==> src/rtl/uart_rx_8n1.sv <==
// 8N1 serial receiver: 2-flop input synchronizer, mid-bit sampling, registered 1-cycle strobes.
// Strobe lands ~CLKS_PER_BIT*9.5+3 cycles after the start edge; no backpressure, an unread byte is overwritten.
module uart_rx_8n1 #(
    parameter int CLKS_PER_BIT = 104
) (
    input  logic       clk,
    input  logic       rst,
    input  logic       rx,
    output logic [7:0] rx_data,
    output logic       rx_data_rdy,
    output logic       rx_frame_err
);
    localparam int CNT_W = $clog2(CLKS_PER_BIT);
    localparam logic [CNT_W-1:0] HALF_CNT = CNT_W'(CLKS_PER_BIT / 2 - 1);
    localparam logic [CNT_W-1:0] FULL_CNT = CNT_W'(CLKS_PER_BIT - 1);

    typedef enum logic [2:0] {
        IDLE,
        START,
        DATA,
        STOP,
        BREAK
    } state_t;

    state_t           state, stateNxt;
    logic [CNT_W-1:0] cnt, cntNxt;
    logic [2:0]       idx, idxNxt;
    logic [7:0]       shiftReg, shiftNxt;
    logic [7:0]       dataNxt;
    logic             rdyNxt, errNxt;
    logic             rxMeta, rxSync;

    // Synchronizer flops reset to the idle line level so reset never fakes a start bit.
    always_ff @(posedge clk) begin
        if (!rst) begin
            rxMeta <= 1'b1;
            rxSync <= 1'b1;
        end else begin
            rxMeta <= rx;
            rxSync <= rxMeta;
        end
    end

    always_ff @(posedge clk) begin
        if (!rst) begin
            state        <= IDLE;
            cnt          <= '0;
            idx          <= '0;
            shiftReg     <= '0;
            rx_data      <= 8'h00;
            rx_data_rdy  <= 1'b0;
            rx_frame_err <= 1'b0;
        end else begin
            state        <= stateNxt;
            cnt          <= cntNxt;
            idx          <= idxNxt;
            shiftReg     <= shiftNxt;
            rx_data      <= dataNxt;
            rx_data_rdy  <= rdyNxt;
            rx_frame_err <= errNxt;
        end
    end

    always_comb begin
        stateNxt = state;
        cntNxt   = cnt;
        idxNxt   = idx;
        shiftNxt = shiftReg;
        dataNxt  = rx_data;
        rdyNxt   = 1'b0;
        errNxt   = 1'b0;
        case (state)
            IDLE: begin
                if (!rxSync) begin
                    stateNxt = START;
                    cntNxt   = '0;
                end
            end
            START: begin
                // Half a bit in: a line that has gone high again was only a glitch.
                if (cnt == HALF_CNT) begin
                    cntNxt   = '0;
                    idxNxt   = '0;
                    stateNxt = rxSync ? IDLE : DATA;
                end else begin
                    cntNxt = cnt + 1'b1;
                end
            end
            DATA: begin
                if (cnt == FULL_CNT) begin
                    cntNxt   = '0;
                    shiftNxt = {rxSync, shiftReg[7:1]};
                    if (idx == 3'd7) begin
                        stateNxt = STOP;
                    end else begin
                        idxNxt = idx + 3'd1;
                    end
                end else begin
                    cntNxt = cnt + 1'b1;
                end
            end
            STOP: begin
                // Leaving at stop-bit centre lets a start bit right behind it be caught.
                if (cnt == FULL_CNT) begin
                    cntNxt = '0;
                    if (rxSync) begin
                        dataNxt  = shiftReg;
                        rdyNxt   = 1'b1;
                        stateNxt = IDLE;
                    end else begin
                        errNxt   = 1'b1;
                        stateNxt = BREAK;
                    end
                end else begin
                    cntNxt = cnt + 1'b1;
                end
            end
            BREAK: begin
                if (rxSync) begin
                    stateNxt = IDLE;
                end
            end
            default: stateNxt = IDLE;
        endcase
    end
endmodule
==> config.mk <==
export PLATFORM = sky130hd
export DESIGN_NAME = uart_rx_8n1
export DESIGN_NICKNAME = d
export VERILOG_FILES = /design/src/rtl/uart_rx_8n1.sv
export SDC_FILE = /design/constraint.sdc
export NUM_CORES = 1
export LEC_CHECK = 0
export CORE_ASPECT_RATIO = 0.8
export CORE_UTILIZATION = 45
export DETAILED_ROUTE_END_ITERATION = 8
export GPL_ROUTABILITY_DRIVEN = 0
export GPL_TIMING_DRIVEN = 0
export SYNTH_ARGS = -nofsm -noshare
export SYNTH_HDL_FRONTEND = slang
export SYNTH_SLANG_ARGS = --single-unit
==> constraint.sdc <==
create_clock -name clk -period 2.06 [get_ports clk]
set_input_delay 0.515 -clock clk [delete_from_list [all_inputs] [get_ports clk]]
set_output_delay 0.515 -clock clk [all_outputs]
set_load 0.005 [all_outputs]
==> results by group <==
GRT
  – First-pass GRT wire length: 5380 µm
  – Vias in the first global route: 1,120
  – Antenna violations before repair: 0
  – GRT Total Usage: 0.204
  – Largest net degree at the start of global routing: 11
  – Total gr overflow: 0

Critical path
  – Most frequent CP cell: nor3b_1
  – CP top delay family: simple AND/OR/NAND/NOR gates
  – Worst Setup Start Kind: flop
  – Critical path cell sequence: clkbuf_1, nor3b_1, nor3b_1, buf_2, mux2i_1, nor2_1
  – Slowest Stage Delay on Critical Path: 0.52 ns
  – Critical path's slowest cell: nor3b_1
  – Crit Path Max Fanout: 9
  – Critical path buffers and inverters: 2
  – Critical path endpoint category: flop
  – CP Data Required Time: approximately 2.2 ns
  – CP Data Arrival Time: 2.08 ns
  – WS Path Type: reg2reg

Finish
  – Most common cell after layout, fill and taps aside: dfxtp_1
  – Fillers: 299
  – Finished Layout Cells: 233
  – Layout cells sized above 1: 0.0725
  – Most frequent cells in the layout: dfxtp_1 (33), nand2_1 (28), mux2i_1 (19)
  – Post-layout util: 0.574
  – Area growth from synthesis to layout: 18.3%
  – # diodes: 0
  – Nets: roughly 200

Placement
  – Buffers on Ports: 11
  – Hpwl dp: 2300 µm
  – Dpl cells: 225

Logic synthesis
  – Ys flop type: dfxtp_1
  – Register bit total from synthesis: 33
  – Syn avg cell area: 8.86 µm²
  – Unique masters post-synth: 39
  – Post-synth ARST share: 0
  – Post-synth EDFFs: 0
  – Post-synthesis sequential area ratio: 0.429
  – Mapped Area: between 1500 and 2000 µm²
  – Mapped Cells: roughly 170
  – Yosys warnings: 0
  – Synthesized Nets: 180

Die
  – Initial Util: 0.485
  – DIE AREA: 3670 µm²
  – Site Rows: 18
  – Die Wd: 67.4 µm
  – Chip Height: between 50 and 60 µm
  – I/O pin cnt: 13
  – Core outline area: 3180 µm²

CTS
  – TritonCTS clock tree: built
  – Cts bufs inserted: 5
  – Clock Tree Root: clkbuf_8
  – TritonCTS Sinks: 33
  – H-tree levels: 2
  – Clock transition at path regs: 0.06 ns
  – CTS Buffer Depth: 2
  – Insertion delay to the later sink of the worst-skew pair: 0.29 ns

STA
  – Hold slack: 0.414 ns
  – Clock Skew: just over 0.003 ns
  – Worst Max-Slew Pin Slew: 0.549 ns
  – Final hold vios: 0
  – Fin. max-slew vios: 0
  – Setup TNS: 0 ns
  – Final period util: 0.926
  – RSZ-0062 raised after global routing: false
  – Tmin final: 1.91 ns
  – Fmax: 524 MHz
  – Slew headroom: 0.633
  – Final setup fails: 0

Worst hold path
  – Min-delay worst type: reg2reg

Routing
  – TritonRoute pass-1 iters: 4
  – Routed wire length: 3270 µm
  – Post-route ant nets: 0
  – First DRT Iteration DRCs: 99
  – Via count: 1,257
  – Residual DRC: 0
  – WL/cell: between 10 and 15 µm
  – Routed vias/inst: approximately 5.4

Power
  – Leakage power: 0.586 nW
  – Power density over the cells: 645 nW/µm²
  – Max IR drop VDD: 0.000377 V

Status
  – Status: finished clean

Flow run
  – Max-cap violations: 0
==> layer usage <==
| layer | global-route usage | share of wire | up-vias |
|---|---|---|---|
| met1 | 0.287 | 0.54 | 579 |
| met5 | 0 | 0 | - |
| met2 | 0.287 | 0.41 | 21 |
| met3 | 0.0500 | 0.029 | 7 |
| met4 | 0.106 | 0.020 | 0 |
| li1 | - | - | 650 |
==> registers in the layout (all words and copies together), names as in the netlist <==
signal,count
rx_data,8
shiftReg,8
cnt,7
idx,3
state,3
rxMeta,1
rxSync,1
rx_data_rdy,1
rx_frame_err,1
==> worst register-to-register path, delay by kind of cell (launching register included) <==
family                 cells  cell delay (ns)
AND/OR/NAND/NOR            3             0.81
flip-flops                 1             0.29
multiplexers               1             0.23
buffers and inverters      2             0.46
==> cells in the mapped netlist, types with 2 or more instances <==
cell type,n,area share
o21ai_0,5,0.016
mux2i_1,19,0.12
nor3_1,2,0.0065
buf_2,2,0.0065
inv_1,4,0.0097
o211ai_1,4,0.019
nor2_1,16,0.039
clkbuf_1,8,0.019
or4_1,2,0.0097
a21oi_1,3,0.0097
and3_1,2,0.0081
o21a_1,2,0.0097
nor2b_1,2,0.0081
nor3b_1,3,0.015
dfxtp_1,33,0.43
nand3_1,5,0.016
nand3b_1,4,0.019
nand2_1,28,0.068
ha_1,3,0.024
nand2b_1,3,0.012
a21boi_0,4,0.019
nor4_1,3,0.012
==> where the power goes <==
group	internal, mW	leakage [nW]	switching, mW
Combinational	0.0121	0.275	0.0280
Sequential	0.641	0.266	0.00224
Clock	0.265	0.0443	0.227
Total	0.918	0.586	0.258
==> timing repair <==
action	4_1_cts	5_1_grt
gates cloned	0	0
endpoints found under the setup margin	8	1
hold buffers	0	0
gates resized for setup	0	2
setup buffers	1	0
hold endpoints to repair	0	0
pin swaps	1	0
==> metrics by stage <==
stage	total power, mW	instance area, µm²	setup WS [ns]
floorplan	0.684	1540	0.226
global placement	0.697	1700	-0.0357
detailed placement	0.697	1700	-0.0961
CTS	1.19	1810	0.110
global route	1.22	1820	0.00500
finish	1.18	1820	0.153
==> cell families (layout without fill, tap and decap cells) <==
kind of cell | Yosys count | after routing | synth area share
AOI/OAI and AO/OA | 26 | 26 | 0.119
and+or+nand+nor | 77 | 77 | 0.257
xor gates and xnor gates | 1 | 1 | 0.00568
DFF | 33 | 33 | 0.429
buffers and inverters | 15 | 34 | 0.0430
adders and majority gates | 3 | 3 | 0.0244
muxes | 19 | 19 | 0.123
==> worst paths after layout <==
kind	slack, ns	depth (start not counted)	to	startpoint
worst max-delay path	0.15	6	shiftReg[4]	state[0]
worst min-delay path	0.41	1	rxSync	rxMeta
worst max register to register	0.15	6	shiftReg[4]	state[0]
worst min register to register	0.41	1	rxSync	rxMeta
==> area by class of cell <==
type / count / area [µm²] / share of cell area
clock buffers: 7 / 86.3 / 0.0474
plain buffers: 11 / 51.3 / 0.0281
flip-flops and latches: 33 / 661 / 0.362
repair buffers: 12 / 130 / 0.0714
inverters: 4 / 15.0 / 0.00824
multi-input cells: 126 / 830 / 0.455
well taps: 40 / 50.0 / 0.0275
No activity file was read; power rests on OpenSTA's default activity.
